<file path="src/rtl/harmonic_mixer.sv">
// harmonic_mixer
//   Sequences harmonic indices 0..N-1 into the upstream sine-LUT stage on each
//   audio-rate trigger. Each returned sample is weighted by the odd or even
//   gain, accumulated, and the frame sum is emitted as one saturated 16-bit
//   mixed sample.
// Ports
//   i_Clock, i_Reset          clock, async active-low reset
//   i_Sample_Trigger          start-of-frame strobe
//   i_Harmonic_Count          harmonics per frame (0 -> 1, clamped to MAX_HARM)
//   i_Odd_Level/i_Even_Level  unsigned gains (255 ~ unity)
//   i_Sample_Ready            upstream sample pending
//   i_Sample_Value            upstream signed sample (valid 1 cycle after Ready)
//   i_Freq_Too_High           upstream: current harmonic over frequency limit
//   o_Harmonic                index driven to upstream
//   o_Next_Sample             pulse: current sample consumed
//   o_Mix, o_Mix_Valid        mixed output and its update strobe
//   o_Overrun                 pulse: trigger arrived while busy
module harmonic_mixer #(
  parameter int ACC_W     = 28,
  parameter int OUT_SHIFT = 4,
  parameter int MAX_HARM  = 255
) (
  input  logic        i_Clock,
  input  logic        i_Reset,
  input  logic        i_Sample_Trigger,
  input  logic [7:0]  i_Harmonic_Count,
  input  logic [7:0]  i_Odd_Level,
  input  logic [7:0]  i_Even_Level,
  input  logic        i_Sample_Ready,
  input  logic [15:0] i_Sample_Value,
  input  logic        i_Freq_Too_High,
  output logic [7:0]  o_Harmonic,
  output logic        o_Next_Sample,
  output logic [15:0] o_Mix,
  output logic        o_Mix_Valid,
  output logic        o_Overrun
);

  typedef enum logic [2:0] {IDLE, WAIT_RDY, CAPTURE, MULT, ACCUM, OUTPUT} state_t;

  localparam logic signed [ACC_W-1:0] SAT_HI = 32767;
  localparam logic signed [ACC_W-1:0] SAT_LO = -32768;

  state_t                   state;
  logic signed [ACC_W-1:0]  acc;
  logic [7:0]               last_idx_q;
  logic [7:0]               odd_q, even_q;
  logic [15:0]              sample_q;
  logic                     fth_q;
  logic signed [16:0]       weighted_q;
  // Set once Ready has been seen low since the last consumed sample; blocks
  // the stale Ready level that lingers right after o_Next_Sample.
  logic                     rdy_armed;

  logic [7:0]               gain;
  logic signed [24:0]       prod;
  logic signed [16:0]       weighted;
  logic signed [ACC_W-1:0]  acc_sh;
  logic [15:0]              sat;

  // Index of the final harmonic: N-1 with N = max(1, min(count, MAX_HARM)).
  function automatic logic [7:0] last_idx(input logic [7:0] cnt);
    logic [7:0] n;
    n = (cnt > 8'(MAX_HARM)) ? 8'(MAX_HARM) : cnt;
    if (n == 8'd0) n = 8'd1;
    return n - 8'd1;
  endfunction

  always_comb begin
    gain     = o_Harmonic[0] ? odd_q : even_q;
    // Zero-extended gain keeps it positive in the signed 16x9 product.
    prod     = $signed(sample_q) * $signed({1'b0, gain});
    weighted = 17'(prod >>> 8);
    acc_sh   = acc >>> OUT_SHIFT;
    sat      = 16'(acc_sh);
    if (acc_sh > SAT_HI)      sat = 16'h7FFF;
    else if (acc_sh < SAT_LO) sat = 16'h8000;
  end

  always_ff @(posedge i_Clock or negedge i_Reset) begin
    if (!i_Reset) begin
      state         <= IDLE;
      o_Harmonic    <= '0;
      o_Next_Sample <= 1'b0;
      o_Mix         <= '0;
      o_Mix_Valid   <= 1'b0;
      o_Overrun     <= 1'b0;
      acc           <= '0;
      last_idx_q    <= '0;
      odd_q         <= '0;
      even_q        <= '0;
      sample_q      <= '0;
      fth_q         <= 1'b0;
      weighted_q    <= '0;
      rdy_armed     <= 1'b0;
    end else begin
      o_Next_Sample <= 1'b0;
      o_Mix_Valid   <= 1'b0;
      // Any trigger outside IDLE (OUTPUT included) is dropped and flagged.
      o_Overrun     <= i_Sample_Trigger && (state != IDLE);
      if (!i_Sample_Ready) rdy_armed <= 1'b1;
      case (state)
        IDLE: begin
          o_Harmonic <= '0;
          if (i_Sample_Trigger) begin
            acc        <= '0;
            last_idx_q <= last_idx(i_Harmonic_Count);
            odd_q      <= i_Odd_Level;
            even_q     <= i_Even_Level;
            state      <= WAIT_RDY;
          end
        end
        WAIT_RDY: if (i_Sample_Ready && rdy_armed) state <= CAPTURE;
        CAPTURE: begin
          // Second Ready-high cycle: the registered LUT output is now valid.
          sample_q <= i_Sample_Value;
          fth_q    <= i_Freq_Too_High;
          state    <= MULT;
        end
        MULT: begin
          weighted_q <= weighted;
          state      <= ACCUM;
        end
        ACCUM: begin
          if (!fth_q) acc <= acc + {{(ACC_W-17){weighted_q[16]}}, weighted_q};
          o_Next_Sample <= 1'b1;
          rdy_armed     <= 1'b0;
          // Over-limit harmonic ends the frame; index returns to 0 so upstream
          // re-initialises.
          if (o_Harmonic == last_idx_q || fth_q) begin
            o_Harmonic <= '0;
            state      <= OUTPUT;
          end else begin
            o_Harmonic <= o_Harmonic + 8'd1;
            state      <= WAIT_RDY;
          end
        end
        OUTPUT: begin
          o_Mix       <= sat;
          o_Mix_Valid <= 1'b1;
          state       <= IDLE;
        end
        default: state <= IDLE;
      endcase
    end
  end

endmodule
</file>
<file path="config.mk">
export PLATFORM = sky130hd
export DESIGN_NAME = harmonic_mixer
export DESIGN_NICKNAME = d
export VERILOG_FILES = /design/src/rtl/harmonic_mixer.sv
export SDC_FILE = /design/constraint.sdc
export NUM_CORES = 1
export LEC_CHECK = 0
export CAP_MARGIN = 20
export CORE_MARGIN = 5
export CORE_UTILIZATION = 25
export CTS_CLUSTER_SIZE = 14
export DETAILED_ROUTE_END_ITERATION = 16
export PLACE_DENSITY = 0.44
export SYNTH_ARGS = -nofsm -noshare
export SYNTH_HDL_FRONTEND = slang
export SYNTH_SLANG_ARGS = --single-unit
</file>
<file path="constraint.sdc">
create_clock -name i_Clock -period 6.2 [get_ports i_Clock]
set_clock_uncertainty 0.05 [all_clocks]
set_input_delay 0.62 -clock i_Clock [delete_from_list [all_inputs] [get_ports i_Clock]]
set_output_delay 0.62 -clock i_Clock [all_outputs]
set_load 0.05 [all_outputs]
</file>
==> results by group <==
Worst setup path
  – Worst reg2reg path depth: 19
  – Largest delay share family, worst path: adder cells
  – WS Path Type: reg -> reg
  – Cell chain of the critical path: mux2_2 > and2_1 > fa_1 > inv_1 > fa_1 > inv_1 > fa_1 > inv_1 > fa_1 > inv_1 > ha_1 > a21oi_1 > o21ai_0 > a21oi_1 > o21bai_1 > a211oi_1 > o41ai_2 > mux2i_1 > o311ai_1
  – Req. time, crit path: 6.45 ns
  – Worst r2r src: o_Harmonic[0]
  – CP Data Arrival Time: 5.79 ns
  – CP peak stage delay: 0.60 ns
  – R2R setup slack: 0.65 ns
  – Worst R2R End: weighted_q[15]
  – Startpoint types: register
  – Crit path capture type: register
  – Highest fanout seen on the critical path: 9
  – Buf/Inv on CP: 4
  – Critical-path top delay cell: fa_1

Floorplan
  – Die Width: 216 µm
  – Core area: 41900 µm²
  – Number of placement rows: between 70 and 80
  – Initial core utilization: 25.3%
  – Vert. Die Dim: between 200 and 250 µm
  – I/O pin count: 72
  – Full die area: 46700 µm²

Synth
  – Ys flop type: dfrtp_1
  – Synth Area per Inst: 9.03 µm²
  – Sequential area share after synthesis: between 20% and 30%
  – Yosys cell types: 64
  – Cell area after synthesis: about 11000 µm²
  – Cell count after synthesis: roughly 1200
  – Syn nets: between 1000 and 1500
  – Post-synth EDFFs: 0
  – YS warnings: 0
  – #FFs+latches synth: roughly 120
  – Asr flop ratio synth: 100%

Timing
  – FMAX: roughly 180 MHz
  – Fin. Hold Viols: 0
  – Final Slew Violations: 0
  – Rel. slew slack: around a quarter
  – Final period util: 89.5%
  – Hold Worst Slack: 0.0468 ns
  – # setup viols final: 0
  – Slew @ Worst Pin: about 1.1 ns
  – Unrepaired setup endpoints after global routing: no
  – Tmin final: 5.55 ns
  – Fin Setup TNS: 0 ns

Drt
  – Vias/cell: 4.48
  – Initial DRC count: between 300 and 400
  – ANT nets after route: 0
  – DRT Pass-1 Iters: 4
  – Total wire length: 26600 µm
  – Vias: 7998
  – # DRC: 0
  – Routed length per instance: about 15 µm

Clock tree
  – Clock Path Buffers: 2
  – Hold buffer count at cts: 0
  – CTS clk-pin slew, worst paths: roughly 0.060 ns
  – Num CTS Buffers: 17
  – Clk_lat worst skew: ~0.43 ns
  – Post-CTS Setup Bufs: 0
  – CTS tree: yes
  – Root buf cell: clkbuf_16
  – Resized cells post-CTS: 0
  – H-Tree Depth: 4
  – CTS sink cnt: between 100 and 150

Layout
  – Antenna Cells: 0
  – Area Growth Syn to Fin: 18.4%
  – Fill count: 4418
  – Final #Nets: 1456
  – Final Instance Area: around 13000 µm²
  – Final non-filler cell total: 1786
  – Most frequent cells in the layout: nand2_1 (200), inv_1 (147), dfrtp_1 (117)
  – Layout cells sized above 1: 6.74%
  – Commonest non-fill, non-tap cell in the layout: nand2_1

Global route
  – First-pass GRT wire length: 45000 µm
  – Largest net degree at the start of global routing: 75
  – Gr ovfl total: 0
  – Number of global-route vias before repair: 8453
  – Gr usage total: between 10% and 20%
  – Initial antenna violation count: 0

Min path
  – Min-delay worst type: in -> async

Place
  – Placed cell count: 1752
  – Port bufs: a little over 70
  – Post-DP Area: 11900 µm²
  – Post-DP HPWL: approximately 21000 µm
  – Gpl congestion: 0.806

Run status
  – Status: finished, final reports clean

Flow run
  – Max Cap Violations: 0
## cells in the mapped netlist (all sizes together), types with 3 or more instances
cell	instances	share of area (%)
o211ai	4	0.28
nand2b	9	0.53
nand2	200	7.1
or3	4	0.24
and2	37	2.2
inv	147	5.2
dfrtp	117	28
o31ai	5	0.40
nand3	35	1.7
o21a	6	0.42
o21bai	6	0.42
ha	75	8.8
nand4	9	0.53
buf	7	0.33
fa	102	19
nor3	14	0.66
clkbuf	38	1.3
nor2	38	1.3
xor2	13	1.1
mux2i	5	0.47
mux2	26	2.8
and3	5	0.29
a21oi	39	2.1
nor2b	33	1.9
xnor2	43	3.5
a211oi	6	0.47
nor4	5	0.29
nor3b	3	0.21
a211o	3	0.25
a31oi	8	0.53
o21ai	91	4.3
a21o	16	1.1
## worst reg2reg max path, delay by kind of cell (launching register included)
family	cells	cell delay, ns
buffers and inverters	4	0.31
adder cells (fa/ha/maj)	5	2.53
AND/OR/NAND/NOR	1	0.21
multiplexers	2	0.66
flip-flops	1	0.53
AO/OA/AOI/OAI	7	1.12
## worst max-delay path by stage
stage	startpoint	end	slack (ns)	cells after the start
final	o_Harmonic[0]	weighted_q[15]	0.65	19
after global routing	o_Harmonic[0]	weighted_q[11]	0.29	18
after CTS	o_Harmonic[0]	weighted_q[15]	0.65	19
after detailed placement	o_Harmonic[0]	weighted_q[15]	0.68	19
after global placement	o_Harmonic[0]	weighted_q[15]	0.79	19
after floorplan	o_Harmonic[0]	weighted_q[11]	0.26	20
## flip-flops by register name, summed over array words and instances (netlist names), 3 cells and up
name	flops
acc	28
sample_q	16
odd_q	8
o_Mix	16
state	3
even_q	8
o_Harmonic	8
last_idx_q	8
weighted_q	17
## area by class of cell
cell class                      instances  area, µm²  area share [%]
Tap cell                              539        674            5.37
Inverter                              147        552            4.39
Clock inverter                         13        168            1.33
Sequential cell                       117       2930            23.3
Timing Repair Buffer                   84        826            6.57
Clock buffer                           19        453            3.60
Multi-Input combinational cell        867       6970            55.4
## cell families (layout without fill, tap and decap cells)
kind of cell | after synthesis | count (layout) | synth area share, %
muxes | 31 | 31 | 3.23
AOI/OAI and AO/OA | 201 | 201 | 11.8
xor gates and xnor gates | 56 | 56 | 4.62
adders and majority gates | 177 | 177 | 28.1
DFF | 117 | 117 | 27.6
buffers and inverters | 192 | 263 | 6.87
and+or+nand+nor | 402 | 402 | 17.8
## layer usage
metal  global-route usage [%]  wire length, µm  vias up
met3                     1.87              543       15
met4                     2.65              269        0
met2                     19.2            12300       91
met1                     16.7            13500     3925
met5                        0                0        -
li1                         -                -     3967
## per-stage QoR
stage	util [%]	worst slack, ns
2_1_floorplan	-	0.261
3_3_place_gp	28.4	0.795
3_5_place_dp	28.4	0.676
4_1_cts	29.9	0.647
5_1_grt	30.0	0.294
6_report	30.0	0.653
Power is not shown: default switching activity piles up to over one toggle a cycle in this logic, so the estimate is an artifact.
